## config.mk

```make
export PLATFORM = sky130hd
export DESIGN_NAME = carregador_matrizes
export DESIGN_NICKNAME = d
export VERILOG_FILES = /design/src/rtl/carregador_matrizes.sv
export SDC_FILE = /design/constraint.sdc
export NUM_CORES = 1
export LEC_CHECK = 0
export ABC_CLOCK_PERIOD_IN_PS = 3000
export CORE_MARGIN = 2
export CORE_UTILIZATION = 45
export CTS_CLUSTER_SIZE = 8
export DETAILED_ROUTE_END_ITERATION = 8
export HOLD_SLACK_MARGIN = 0.06
export PLACE_DENSITY = 0.81
export SYNTH_ARGS = -nofsm -noshare
export SYNTH_HDL_FRONTEND = slang
export SYNTH_SLANG_ARGS = --single-unit
```

## constraint.sdc

```tcl
create_clock -name clock -period 3 [get_ports clock]
set_input_delay 0.3 -clock clock [delete_from_list [all_inputs] [get_ports clock]]
set_output_delay 0.3 -clock clock [all_outputs]
set_load 0.02 [all_outputs]
```

## src/rtl/carregador_matrizes.sv

```systemverilog
// Serial loader: assembles two flattened 5x5 signed matrices (A then B, column-major)
// and offers them downstream with valid/ready. Optional abort input: CARREGADOR_ABORTO_EN.
module carregador_matrizes #(
  parameter int LARGURA = 8,
  parameter int N_ELEM  = 25
) (
  input  logic                       clock,
  input  logic                       reset,
  input  logic [LARGURA-1:0]         entrada_dado,
  input  logic                       entrada_valida,
  output logic                       entrada_pronta,
  output logic [LARGURA*N_ELEM-1:0]  matriz_a,
  output logic [LARGURA*N_ELEM-1:0]  matriz_b,
  output logic                       saida_valida,
`ifdef CARREGADOR_ABORTO_EN
  input  logic                       abortar,
`endif
  input  logic                       saida_pronta
);

  localparam int CW = (N_ELEM > 1) ? $clog2(N_ELEM) : 1;
  localparam logic [CW-1:0] ULTIMO = CW'(N_ELEM - 1);

  typedef enum logic [1:0] {
    CARREGA_A = 2'd0,
    CARREGA_B = 2'd1,
    PRONTO    = 2'd2
  } estado_t;

  estado_t                      state_q, state_d;
  logic [CW-1:0]                contador_q, contador_d;
  logic [LARGURA*N_ELEM-1:0]    matriz_a_q, matriz_a_d;
  logic [LARGURA*N_ELEM-1:0]    matriz_b_q, matriz_b_d;
  logic                         transfer;

  // Handshake flags come from registered state only, so no input-to-output path exists.
  assign entrada_pronta = (state_q != PRONTO);
  assign saida_valida   = (state_q == PRONTO);
  assign matriz_a       = matriz_a_q;
  assign matriz_b       = matriz_b_q;
  assign transfer       = entrada_valida && entrada_pronta;

  always_comb begin
    // NOTE: every variable gets a default first so no path leaves it unassigned (no latch).
    state_d    = state_q;
    contador_d = contador_q;
    matriz_a_d = matriz_a_q;
    matriz_b_d = matriz_b_q;

    unique case (state_q)
      CARREGA_A, CARREGA_B: begin
        if (transfer) begin
          if (state_q == CARREGA_A) matriz_a_d[LARGURA*int'(contador_q) +: LARGURA] = entrada_dado;
          else                      matriz_b_d[LARGURA*int'(contador_q) +: LARGURA] = entrada_dado;
          if (contador_q == ULTIMO) begin
            contador_d = '0;
            state_d    = (state_q == CARREGA_A) ? CARREGA_B : PRONTO;
          end else begin
            contador_d = contador_q + 1'b1;
          end
        end
      end
      PRONTO:  if (saida_pronta) state_d = CARREGA_A;
      default: state_d = CARREGA_A;
    endcase

`ifdef CARREGADOR_ABORTO_EN
    // Abort drops the element of this cycle but keeps whatever was already stored.
    if (abortar) begin
      state_d    = CARREGA_A;
      contador_d = '0;
      matriz_a_d = matriz_a_q;
      matriz_b_d = matriz_b_q;
    end
`endif
  end

  // NOTE: the matrix registers are reset too, since zeroed outputs are part of the reset state.
  always_ff @(posedge clock) begin
    // NOTE: non-blocking assignments so every register samples pre-edge values.
    if (reset) begin
      state_q    <= CARREGA_A;
      contador_q <= '0;
      matriz_a_q <= '0;
      matriz_b_q <= '0;
    end else begin
      state_q    <= state_d;
      contador_q <= contador_d;
      matriz_a_q <= matriz_a_d;
      matriz_b_q <= matriz_b_d;
    end
  end

endmodule

```

==> impl_metrics.yaml, run 1 <==
route:
  drcViolationCount: 0
  dr.pass1.iters: 5
  viasPerCell: 5.30
  drt_wl_total_um: 53100
  post_drt_wl_per_cell_um: 21.5
  drt_iter0_drc: 590
  vias: 13100
  postRouteAntennaNets: 0
synth:
  synth_top_family_by_area: "simple AND/OR/NAND/NOR gates"
  synth_compound_gate_area_share: 0.00429
  syn_nets: 1597
  synth_cells: 1582
  synth.distinct_cells: 43
  synth-simple-area-share: 0.245
  postSynthAreaPerCell_sq_um: 10.7
  ys_ff_latch: 407
  synth_xor_area_frac: 0.00311
  syn-cell-area_sq_um: 16900
  seq_area_frac_synth: 0.482
  synth-edff-count: 0
  synth_ff_type: "dfxtp_1"
  synth.area.mux_share: 0.237
  yosys_warnings: 0
  synth-async-reset-ratio: 0
  synthAdderAreaFrac: 0.00222
setup_path:
  worstSetupStartpointType: "register"
  crit_fanout: 12
  worstPathArrival_ns: 3.38
  worstPathCellList: "inv_1 > ha_1 > nor3b_1 > ha_1 > or4b_1 > a211oi_4 > buf_6 > nand3_2 > mux2i_1"
  r2r_end: "matriz_a[66]$_SDFFE_PP0P_"
  regToRegSetupSlack_ns: 0.12
  cp_slowest_cell: "or4b_1"
  worst-path-buf-inv: 2
  crit_family: "simple AND/OR/NAND/NOR gates"
  cp-end-kind: "register"
  crit_path_max_incr_delay_ns: 0.56
  critPathLaunch: "contador_q[0]$_SDFFE_PP0P_"
  cp_common_cell: "ha_1"
  cp.depth: 9
  worstPathRequired_ns: 3.50
  r2r-start: "contador_q[0]$_SDFFE_PP0P_"
  reg2reg_depth: 9
  crit_path_end: "matriz_a[66]$_SDFFE_PP0P_"
  crit_type: "reg -> reg"
global_route:
  grt_max_degree: 133
  grt.total_usage: 0.265
  grt_pass1_vias: 13300
  antenna_found_initial: 0
  grt_overflow: 0
  grt_pass1_wl_um: 79400
power:
  leakagePower_nw: 9.98
  ir_worst_vdd_mv: 0.480
  total_power_w: 0.0117
  power_density_nw_per_um2: 505
final_layout:
  diodes: 0
  utilization: 0.620
  areaGrowthSynthToFinish_pct: 36.8
  nNetsFinal: 2004
  design_area_sq_um: 23100
  drive_gt1_frac: 0.0853
sta:
  slew_headroom: 0.295
  rsz0062_at_grt: "true"
  hold_violations: 0
  fin_crit_sh: 0.962
  tightest_slew_ns: 1.06
  fin_crit_ns: 2.88
  setup_viol: 0
  max_freq_ghz: 0.347
  holdWs_ns: 0.252
  finalSetupTns_ns: 0
  fin_worst_skew_ns: 0.0242
  slew_viol_final: 0
job:
  maxCapViolations: 0
floorplanning:
  die-area_sq_um: 39200
  pin_count: 414
  die_x_um: 198
  die_h_um: 198
  row_count: 71
  start_util: 0.453
  core_area_sq_um: 37300
clocking:
  cts_htree_levels: 2
  cts_root_buf: "clkbuf_16"
  clock_latency_ns: 0.60
  hold_buffers: 0
  cts_buffers: 57
  cts_sinks: 407
  cts_buffer_depth: 3
  postCtsSetupBuffers: 0
  tritoncts: "yes"
  path_clk_slew_ns: 0.05
  cts_resized: 0
placement:
  port_buffers: 413
  dpl_cell_area_sq_um: 21600
  dp_hpwl_um: 36700
  gp_congestion: 0.819
min_path:
  hold_path_class: "in -> reg"
outcome:
  outcome: "finished, final reports clean"
kinds of logic after synthesis:
| kind of cell | Yosys count |
|---|---|
| xor+xnor | 6 |
| mux | 400 |
| simple gates | 646 |
| fa+ha+maj | 3 |
| flops | 407 |
| buf+inv | 110 |
| compound gates | 10 |
power by group:
part,internal [W],switching (W),total (W)
clock,0.00341,0.00222,0.00563
combinational,0.000205,0.000411,0.000616
sequential,0.00542,0.00000190,0.00542
metrics by stage:
step                setup slack, ns  std cells
floorplan                    0.0850       1582
global placement              0.152       2404
detailed placement           0.0202       2404
CTS                         0.00906       2467
global route                -0.0225       2467
finish                        0.115       2467
cells in the mapped netlist (all sizes together) (2+ instances only):
cell / count / area [sq um]
a21oi: 4 / 20.0
nand3b: 33 / 248
inv: 4 / 15.0
nand3: 90 / 571
a21o: 2 / 15.0
nor2: 13 / 53.8
clkbuf: 76 / 287
mux2i: 400 / 4000
nor3: 11 / 87.6
xnor2: 2 / 17.5
nand2b: 404 / 2530
xor2: 4 / 35.0
nor3b: 3 / 27.5
nand4: 19 / 236
and3: 8 / 50.1
ha: 3 / 37.5
nand2: 46 / 173
a211oi: 2 / 20.0
buf: 30 / 161
dfxtp: 407 / 8150
nor2b: 10 / 62.6
how the worst min path moves through the flow:
stage / start / endpoint / slack [ns] / depth (start not counted)
2_1_floorplan: entrada_dado[0] / matriz_a[0]$_SDFFE_PP0P_ / 0.46 / 2
5_1_grt: reset / matriz_b[79]$_SDFFE_PP0P_ / 0.27 / 3
3_3_place_gp: matriz_a[28]$_SDFFE_PP0P_ / matriz_a[28]$_SDFFE_PP0P_ / 0.46 / 2
3_5_place_dp: matriz_b[3]$_SDFFE_PP0P_ / matriz_b[3]$_SDFFE_PP0P_ / 0.46 / 2
4_1_cts: reset / matriz_a[95]$_SDFFE_PP0P_ / 0.23 / 3
6_report: reset / matriz_a[95]$_SDFFE_PP0P_ / 0.25 / 3
worst register-to-register path: cells and delay by family, from the launching register on:
family / cells / cell delay, ns
compound gates: 1 / 0.25
fa+ha+maj: 2 / 0.51
buf+inv: 2 / 0.36
flops: 1 / 0.32
mux: 1 / 0.28
simple gates: 3 / 1.08
layout make-up:
type / count / area (sq um)
fillers: 2997 / 14200
multi-input cells: 1065 / 8400
flip-flops and latches: 407 / 8150
repair buffers: 454 / 4470
clock buffers: 60 / 1480
well taps: 474 / 593
clock inverters: 3 / 21.3
inverters: 4 / 15.0
metal layers:
layer  part of all wire  vias to the layer above  global-route usage  routed length [um]
li1                   -                     6170                   -                   -
met1               0.44                     6405               0.334               23200
met2               0.47                      399               0.438               24800
met3              0.064                       91              0.0644                3400
met4              0.033                        0               0.104                1730
met5                  0                        -                   0                   0
layout by cell type (no fill, tap or decap), types with 3 or more instances in the layout:
master and count:
nand2_1 46, nand3b_1 33, nand3_2 24, nand4_1 3
and3_1 7, nand3_1 66, clkbuf_16 59, nand2b_1 404
nor3_1 7, nor2_1 9, ha_1 3, nand4_2 12
dfxtp_1 407, mux2i_1 400, clkdlybuf4s50_1 412, inv_1 4
buf_4 38, nor3_4 3, nand4_4 4, nor2_2 4
xor2_1 4, nor2b_2 6
flip-flops by register name, indices dropped and copies added, names as in the netlist:
register,flops
contador_q,5
matriz_a,200
matriz_b,200
state_q,2
Power figures use the tool's default switching activity.
==> run 2: changes to the inputs <==
--- a/config.mk
+++ b/config.mk
@@ -7,11 +7,11 @@
 export LEC_CHECK = 0
 export ABC_CLOCK_PERIOD_IN_PS = 3000
 export CORE_MARGIN = 2
-export CORE_UTILIZATION = 45
+export CORE_UTILIZATION = 34
 export CTS_CLUSTER_SIZE = 8
 export DETAILED_ROUTE_END_ITERATION = 8
 export HOLD_SLACK_MARGIN = 0.06
-export PLACE_DENSITY = 0.81
+export PLACE_DENSITY = 0.65
 export SYNTH_ARGS = -nofsm -noshare
 export SYNTH_HDL_FRONTEND = slang
 export SYNTH_SLANG_ARGS = --single-unit
==> run 2 against run 1 <==
Effect of this change: combinational power grew 4.4%; via count decreased by 1.0%; final cell count rose by 7.7%; maximum frequency rose by 2.2%; critical path depth stayed put; worst setup slack gained 0.061 ns; count of clock-buffer cells in the layout shrank 1.
==> impl_metrics.yaml, run 2 (same netlist as run 1, synthesis figures left out) <==
setup_path:
  cp_common_cell: "ha_1"
  worstPathArrival_ns: 3.33
  r2r_end: "matriz_a[31]$_SDFFE_PP0P_"
  worstPathCellList: "inv_1 > ha_1 > nor3b_1 > ha_1 > or4b_1 > a21oi_2 > buf_4 > and3_1 > mux2i_1"
  r2r-start: "contador_q[0]$_SDFFE_PP0P_"
  worstSetupStartpointType: "register"
  cp_slowest_cell: "or4b_1"
  crit_fanout: 10
  crit_family: "simple AND/OR/NAND/NOR gates"
  worst-path-buf-inv: 2
  crit_type: "reg -> reg"
  cp.depth: 9
  worstPathRequired_ns: 3.50
  crit_path_max_incr_delay_ns: 0.57
  cp-end-kind: "register"
  reg2reg_depth: 9
  regToRegSetupSlack_ns: 0.18
sta:
  slew_viol_final: 0
  max_freq_ghz: 0.354
  slew_headroom: 0.259
  tightest_slew_ns: 1.11
  fin_crit_ns: 2.82
  fin_crit_sh: 0.941
  setup_viol: 0
  setup_ws_ns: 0.176
  fin_worst_skew_ns: 0.0140
  hold_violations: 0
outcome:
  outcome: "finished, final reports clean"
floorplanning:
  row_count: 81
  pin_count: 414
  core_area_sq_um: 49100
  start_util: 0.345
  die-area_sq_um: 51500
  die_x_um: 227
  die_h_um: 227
clocking:
  path_clk_slew_ns: 0.05
  cts_sinks: 407
  cts_htree_levels: 2
  tritoncts: "yes"
  postCtsSetupBuffers: 0
  hold_buffers: 0
  cts_buffers: 57
  clock_latency_ns: 0.59
  cts_buffer_depth: 3
  cts_root_buf: "clkbuf_16"
power:
  p_sw_frac: 0.228
  power_density_nw_per_um2: 500
  power.share.clock: 0.481
  power_switching_w: 0.00267
  p_int_w: 0.00902
  ir_worst_vdd_mv: 0.359
  comb_power_share: 0.055
  total_power_w: 0.0117
  leakagePower_nw: 9.99
  power_frac_seq: 0.464
min_path:
  holdCritStartpoint: "reset"
  hold_depth: 2
  hold_path_class: "in -> reg"
  hold_end: "state_q[1]$_SDFFE_PP0P_"
final_layout:
  areaGrowthSynthToFinish_pct: 38.3
  final_common_cell: "clkdlybuf4s50_1"
  nNetsFinal: 2006
  drive_gt1_frac: 0.0858
  fin_cells: 2658
  n_fill_cell: 4593
  utilization: 0.477
  final_cell_mix: "412 x clkdlybuf4s50_1, 407 x dfxtp_1, 404 x nand2b_1"
placement:
  gp_congestion: 0.780
  post-place-cells: 2596
  dp_hpwl_um: 40300
  dp_slack_ns: 0.152
  port_buffers: 413
global_route:
  grt_pass1_vias: 13000
  grt_overflow: 0
  antenna_found_initial: 0
  grt.total_usage: 0.216
  grt_pass1_wl_um: 83400
  grt_max_degree: 174
route:
  vias: 12900
  post_drt_wl_per_cell_um: 21.6
  drt_iter0_drc: 645
  postRouteAntennaNets: 0
  drcViolationCount: 0
  dr.pass1.iters: 5
  drt_wl_total_um: 57400
  viasPerCell: 4.86
job:
  maxCapViolations: 0
run 2: metal layers:
layer,vias to the layer above,track usage,routed length (um)
li1,6157,-,-
met2,378,0.345,26400
met5,-,0,0
met3,85,0.0674,4070
met4,0,0.0586,1410
met1,6308,0.281,25500
run 2: worst max path at each step:
| stage | end | start |
|---|---|---|
| after floorplan | matriz_a[88]$_SDFFE_PP0P_ | contador_q[0]$_SDFFE_PP0P_ |
| after global routing | matriz_b[117]$_SDFFE_PP0P_ | contador_q[0]$_SDFFE_PP0P_ |
| after detailed placement | matriz_a[10]$_SDFFE_PP0P_ | contador_q[0]$_SDFFE_PP0P_ |
| after global placement | matriz_b[58]$_SDFFE_PP0P_ | contador_q[0]$_SDFFE_PP0P_ |
| after CTS | matriz_b[124]$_SDFFE_PP0P_ | contador_q[0]$_SDFFE_PP0P_ |
| final | matriz_a[31]$_SDFFE_PP0P_ | contador_q[0]$_SDFFE_PP0P_ |
run 2: area by class of cell:
class | instances | area [sq um] | share of cell area
clock inverter | 2 | 35.0 | 0.00150
tap | 664 | 831 | 0.0355
multi-input combinational | 1065 | 8400 | 0.359
antenna | 1 | 2.50 | 0.000107
sequential | 407 | 8150 | 0.348
timing repair buffer | 456 | 4520 | 0.193
inverter | 4 | 15.0 | 0.000642
clock buffer | 59 | 1430 | 0.0613
run 2: power groups by stage:
stage,logic [W],clock network [W],registers [W]
final,0.000643,0.00563,0.00542
after global routing,0.000680,0.00599,0.00541
after CTS,0.000646,0.00578,0.00542
after detailed placement,0.000645,0,0.00553
after global placement,0.000638,0,0.00553
after floorplan,0.000372,0,0.00553
run 2: stage by stage:
stage                     area, sq um   TNS, ns  hold slack, ns
after floorplan                 16900         0           0.462
after global placement          21900         0           0.457
after detailed placement        21900         0           0.460
after CTS                       23400         0           0.186
after global routing            23400  -0.00468           0.253
final                           23400         0           0.213
run 2: timing repair:
| item | 4_1_cts | 5_1_grt |
|---|---|---|
| setup endpoints to repair | 0 | 27 |
| gates resized for setup | 0 | 2 |
| hold endpoints to repair | 0 | 0 |
==> run 3: changes to the inputs <==
--- a/config.mk
+++ b/config.mk
@@ -7,11 +7,11 @@
 export LEC_CHECK = 0
 export ABC_CLOCK_PERIOD_IN_PS = 3000
 export CORE_MARGIN = 2
-export CORE_UTILIZATION = 34
+export CORE_UTILIZATION = 45
 export CTS_CLUSTER_SIZE = 8
 export DETAILED_ROUTE_END_ITERATION = 8
-export HOLD_SLACK_MARGIN = 0.06
-export PLACE_DENSITY = 0.65
+export HOLD_SLACK_MARGIN = 0.15
+export PLACE_DENSITY = 0.81
 export SYNTH_ARGS = -nofsm -noshare
 export SYNTH_HDL_FRONTEND = slang
 export SYNTH_SLANG_ARGS = --single-unit
==> results of run 3 <==
Final layout, timing and power as in run 1 (identical DEF).
